===== config.mk =====
export PLATFORM = sky130hd
export DESIGN_NAME = input_stream_pipeline
export DESIGN_NICKNAME = d
export VERILOG_FILES = /design/src/rtl/input_stream_pipeline.sv
export SDC_FILE = /design/constraint.sdc
export NUM_CORES = 1
export LEC_CHECK = 0
export ABC_AREA = 1
export CAP_MARGIN = 0
export CORE_ASPECT_RATIO = 0.7
export CORE_UTILIZATION = 53
export DETAILED_ROUTE_END_ITERATION = 10
export PLACE_DENSITY_LB_ADDON = 0.3
export SETUP_SLACK_MARGIN = 0.4
export SYNTH_ARGS = -nofsm -noshare
export SYNTH_HDL_FRONTEND = slang
export SYNTH_SLANG_ARGS = --single-unit
export TNS_END_PERCENT = 5

===== constraint.sdc =====
create_clock -name clock -period 3.95 [get_ports clock]
set_clock_uncertainty 0.05 [all_clocks]
set_input_delay 0.395 -clock clock [delete_from_list [all_inputs] [get_ports clock]]
set_output_delay 0.395 -clock clock [all_outputs]
set_load 0.03 [all_outputs]

===== src/rtl/input_stream_pipeline.sv =====
// Copies a run of words from source SRAM m1 to destination SRAM m2, with optional byte reversal and early stop.
// Define CHECKSUM_EN to add a running XOR checksum of all written words.
module input_stream_pipeline #(
  parameter int DATA_W   = 128,
  parameter int ADDR_W   = 16,
  parameter int READ_LAT = 1
)(
  input  logic              clock,
  input  logic              rst_n,
  input  logic              start,
  input  logic              stop,
  input  logic              swap_en,
  input  logic [ADDR_W-1:0] src_base,
  input  logic [ADDR_W-1:0] dst_base,
  input  logic [ADDR_W:0]   word_count,
  output logic [ADDR_W-1:0] m1ReadAddr,
  input  logic [DATA_W-1:0] m1ReadVal,
  output logic [ADDR_W-1:0] m2WriteAddr,
  output logic [DATA_W-1:0] m2WriteVal,
  output logic              m2WE,
  output logic              busy,
  output logic              done,
  output logic [ADDR_W:0]   words_written
`ifdef CHECKSUM_EN
  ,
  output logic [DATA_W-1:0] checksum
`endif
);

  localparam logic [1:0] S_IDLE  = 2'd0;
  localparam logic [1:0] S_RUN   = 2'd1;
  localparam logic [1:0] S_DRAIN = 2'd2;
  localparam logic [1:0] S_DONE  = 2'd3;
  localparam int NBYTES = DATA_W / 8;

  logic [1:0]        r_state;
  logic [1:0]        w_state_nxt;
  logic [ADDR_W-1:0] r_src;
  logic [ADDR_W-1:0] r_dst;
  logic [ADDR_W:0]   r_cnt;
  logic              r_swap;
  logic [ADDR_W:0]   r_rd_k;
  logic [ADDR_W-1:0] r_wr_k;
  logic [ADDR_W-1:0] r_rd_addr;
  logic [ADDR_W-1:0] r_wr_addr;
  logic [DATA_W-1:0] r_wr_val;
  logic [ADDR_W:0]   r_ww;
  // [0]: address on m1ReadAddr is a live read; [READ_LAT]: write on m2 this cycle
  logic [READ_LAT:0] vld_pipe;

  logic              w_launch;
  logic              w_issue;
  logic              w_last;
  logic              w_cap;
  logic              w_drained;
  logic [DATA_W-1:0] w_swapped;
  logic [DATA_W-1:0] w_wr_data;

  assign w_launch  = (r_state == S_IDLE) && start;
  assign w_issue   = (r_state == S_RUN) && !stop;
  assign w_last    = (r_rd_k == (r_cnt - (ADDR_W+1)'(1)));
  assign w_cap     = vld_pipe[READ_LAT-1];
  assign w_drained = (vld_pipe[READ_LAT-1:0] == '0);

  for (genvar b = 0; b < NBYTES; b++) begin : g_swap
    assign w_swapped[8*b +: 8] = m1ReadVal[DATA_W-8-8*b +: 8];
  end

  assign w_wr_data = r_swap ? w_swapped : m1ReadVal;

  always_comb begin
    w_state_nxt = r_state;
    case (r_state)
      S_IDLE:  if (start) w_state_nxt = (word_count == '0) ? S_DONE : S_RUN;
      S_RUN:   if (stop || w_last) w_state_nxt = S_DRAIN;
      S_DRAIN: if (w_drained) w_state_nxt = S_DONE;
      S_DONE:  if (!start) w_state_nxt = S_IDLE;
      default: w_state_nxt = S_IDLE;
    endcase
  end

  always_ff @(posedge clock or negedge rst_n) begin
    if (!rst_n) begin
      r_state   <= S_IDLE;
      r_src     <= '0;
      r_dst     <= '0;
      r_cnt     <= '0;
      r_swap    <= 1'b0;
      r_rd_k    <= '0;
      r_wr_k    <= '0;
      r_rd_addr <= '0;
      r_wr_addr <= '0;
      r_wr_val  <= '0;
      r_ww      <= '0;
      vld_pipe  <= '0;
    end else begin
      r_state  <= w_state_nxt;
      vld_pipe <= {vld_pipe[READ_LAT-1:0], w_issue};
      if (w_launch) begin
        r_src  <= src_base;
        r_dst  <= dst_base;
        r_cnt  <= word_count;
        r_swap <= swap_en;
        r_rd_k <= '0;
        r_wr_k <= '0;
        r_ww   <= '0;
      end else if (vld_pipe[READ_LAT]) begin
        r_ww <= r_ww + (ADDR_W+1)'(1);
      end
      if (w_issue) begin
        r_rd_addr <= r_src + r_rd_k[ADDR_W-1:0];
        r_rd_k    <= r_rd_k + (ADDR_W+1)'(1);
      end
      // Writes retire in issue order, so a running offset gives dst_base+k
      if (w_cap) begin
        r_wr_addr <= r_dst + r_wr_k;
        r_wr_k    <= r_wr_k + ADDR_W'(1);
        r_wr_val  <= w_wr_data;
      end
    end
  end

`ifdef CHECKSUM_EN
  logic [DATA_W-1:0] r_cksum;

  always_ff @(posedge clock or negedge rst_n) begin
    if (!rst_n)                r_cksum <= '0;
    else if (w_launch)         r_cksum <= '0;
    else if (vld_pipe[READ_LAT]) r_cksum <= r_cksum ^ r_wr_val;
  end

  assign checksum = r_cksum;
`endif

  assign m1ReadAddr    = r_rd_addr;
  assign m2WriteAddr   = r_wr_addr;
  assign m2WriteVal    = r_wr_val;
  assign m2WE          = vld_pipe[READ_LAT];
  assign busy          = (r_state == S_RUN) || (r_state == S_DRAIN);
  assign done          = (r_state == S_DONE);
  assign words_written = r_ww;

endmodule


==> impl_metrics.toml <==
[layout]
area.growth.synth_to_final_pct = 35.1
stdcell_area_sq_um = 18400
layout-drive-gt1-share_pct = 3.88
fillers = 1887
nets = 2291
antennaDiodeCount = 0

[synth]
ys_types = 43
ys_top_cells_by_count = "nand2_1 (498), dfrtp_1 (264), nor2_1 (201)"
synth_edf_count = 0
synth_area_leaders = "dfrtp_1 (48%), nand2_1 (14%), nor2_1 (5.5%)"
synth-seq-cells = 264
synth_fp_nets = 1966
yosysMostFrequentCell = "nand2_1"
synth_top_cell_by_area = "dfrtp_1"
seq_area_frac_synth_pct = 48.4
syn_area_per_cell_sq_um = 7.83
synth_ff_type = "dfrtp_1"
synth_cells = 1744
yosys_warnings = 0
synth_top_area_share_pct = 48.4
synthesis.area_sq_um = 13700
ys_async_sr_fraction_pct = 100

[place]
placed_area_sq_um = 17500
dp_hpwl_um = 28800
gp_congestion = 0.903
portBuffers = 361

[sta]
drv_slew = 0
final.setup.tns_ps = 0
finalCritPeriodShare_pct = 62.2
worst_pin_slew_ps = 914
rsz0062_at_grt = "no"
timing.fmax_mhz = 407
setup_viol = 0
period_minus_slack_ps = 2460
hold_viol_final = 0
maxSlewHeadroom_pct = 39.0

[clock_network]
numCtsBuffers = 28
clkTransAtPathRegs_ps = 60
cts_tree = "done"
post_cts_buffers = 0
cts_resized = 0
cts_hold_buf = 1
cts_buffer_depth = 3
htree_levels = 1
clock_sinks = 264
cts_root_buffer = "clkbuf_16"
insertion_delay_ps = 550

[global_routing]
grt.met1_usage_pct = 38.6
gr-total-overflow = 0
busiest_layer = "met2"
grt_max_degree = 164
grt_util_met3_pct = 6.52
grt_use_total_pct = 29.5
antenna_found_initial = 0
grt_first_pass_wirelength_um = 62900
grt_pass1_vias = 12600
grt_use_met2_pct = 48.4

[power]
p_per_area_nw_per_um2 = 778
power.share.clock_pct = 18.2
intPower_w = 0.00803
irDropWorstVdd_uv = 568
swShare_pct = 44.1
switchingPower_w = 0.00633
power.leakage_nw = 8.78
p_comb_share_pct = 49.2
p_seq_share_pct = 32.6

[setup_path]
crit_start = "r_state[0]"
cp.arrival_ps = 2010
critPathMaxFanout = 4
r2r_start = "r_state[1]"
crit_path_end_kind = "output pin"
worstSetupStartpointType = "flip-flop"
required_ps = 3500
critPathKind = "flip-flop to output pin"

[floorplan]
die_w_um = 194
core_sq_um = 25000
die_h_um = 136
rows = 48
start_util_pct = 54.7
design.portCount = 362
die-area_sq_um = 26400

[drt]
vias_per_cell = 5.38
dr.pass1.iters = 6
drt_iter0_markers = 923
wl_per_cell_um = 16.3
vias = 13000
routed_wl_um = 39400
postRouteAntennaNets = 0
route.detailed.drc = 0

[flow_run]
maxCapViolations = 0

[hold_path]
hp-class = "input port to flip-flop"
hold_path_startpoint = "src_base[3]"

[status]
outcome = "finished, final reports clean"
[cells by family after synthesis]
| family | share of synthesized area (%) |
|---|---|
| xor+xnor | 2.18 |
| simple gates | 23.6 |
| buf+inv | 6.80 |
| fa+ha+maj | 3.77 |
| mux | 0.311 |
| compound gates | 15.0 |
| flops | 48.4 |
[critical path, cell delays in order (launching register included)]
cell and delay, ps:
dfrtp_1 400, inv_1 90, ha_1 310, clkdlybuf4s50_1 680
[registers in the layout (all words and copies together) (netlist names)]
signal         flops
m2WriteVal       128
r_cnt             17
r_rd_k            17
words_written     17
m1ReadAddr        16
m2WriteAddr       16
r_dst             16
r_src             16
r_wr_k            16
r_state            2
vld_pipe           2
r_swap             1
[layer usage]
| metal | vias up | wire length, um |
|---|---|---|
| li1 | 6311 | - |
| met1 | 6108 | 16500 |
| met2 | 482 | 18500 |
| met3 | 93 | 2990 |
| met4 | 0 | 1390 |
| met5 | - | 0 |
[final timing paths]
check	endpoint	slack (ps)	depth (start not counted)
hold / removal	r_src[3]	340	3
setup / recovery	busy	1490	3
hold reg to reg	m2WriteAddr[0]	420	2
min in group asynchronous	words_written[5]	450	2
max in group asynchronous	m2WriteVal[4]	2300	3
setup reg to reg	r_rd_k[5]	1550	9
[cell type report]
class | instances | area (sq um) | area share [%]
flip-flops and latches | 264 | 6610 | 35.9
clock buffers | 45 | 855 | 4.63
repair buffers | 374 | 3780 | 20.5
clock inverters | 4 | 56.3 | 0.305
multi-input cells | 1239 | 6130 | 33.2
inverters | 162 | 608 | 3.30
well taps | 325 | 407 | 2.20
[stage by stage]
step / cells / total power, W / setup WS, ps / util [%] / hold slack, ps
after global placement: 2363 / 0.0115 / 1550 / 70.1 / 403
after detailed placement: 2363 / 0.0117 / 1500 / 70.1 / 410
final: 2413 / 0.0144 / 1490 / 73.8 / 338
after floorplan: 1744 / 0.00890 / 1950 / - / 49.4
after CTS: 2413 / 0.0144 / 1470 / 73.8 / 321
after global routing: 2413 / 0.0153 / 1290 / 73.8 / 334
[power groups by stage]
stage	logic (W)	registers [W]	clock network [W]
3_3_place_gp	0.00686	0.00464	0
2_1_floorplan	0.00288	0.00602	0
5_1_grt	0.00768	0.00481	0.00276
3_5_place_dp	0.00704	0.00468	0
6_report	0.00707	0.00468	0.00261
4_1_cts	0.00709	0.00466	0.00265
[layout by cell type, fill, tap and decap left out, types with 5 or more instances in the layout]
| master | netlist | layout |
|---|---|---|
| nor3_1 | 13 | 13 |
| dfrtp_1 | 264 | 262 |
| nand2_1 | 498 | 497 |
| clkdlybuf4s50_1 | 0 | 360 |
| nand4_1 | 14 | 14 |
| inv_1 | 158 | 157 |
| nor4_1 | 6 | 6 |
| ha_1 | 38 | 38 |
| nor2_4 | 5 | 5 |
| buf_4 | 0 | 7 |
| o21ai_0 | 142 | 142 |
| clkbuf_8 | 0 | 9 |
| clkbuf_1 | 56 | 8 |
| nand2_2 | 7 | 8 |
| a21o_1 | 7 | 7 |
| o31ai_1 | 6 | 6 |
| xnor2_1 | 14 | 14 |
| buf_12 | 0 | 5 |
| nand3_1 | 47 | 47 |
| a21oi_1 | 122 | 122 |
| xor2_1 | 20 | 20 |
| nor2_1 | 201 | 201 |
| a31oi_1 | 5 | 5 |
| o211ai_1 | 64 | 64 |
| clkbuf_16 | 0 | 28 |
No activity file was read; power rests on OpenSTA's default activity.
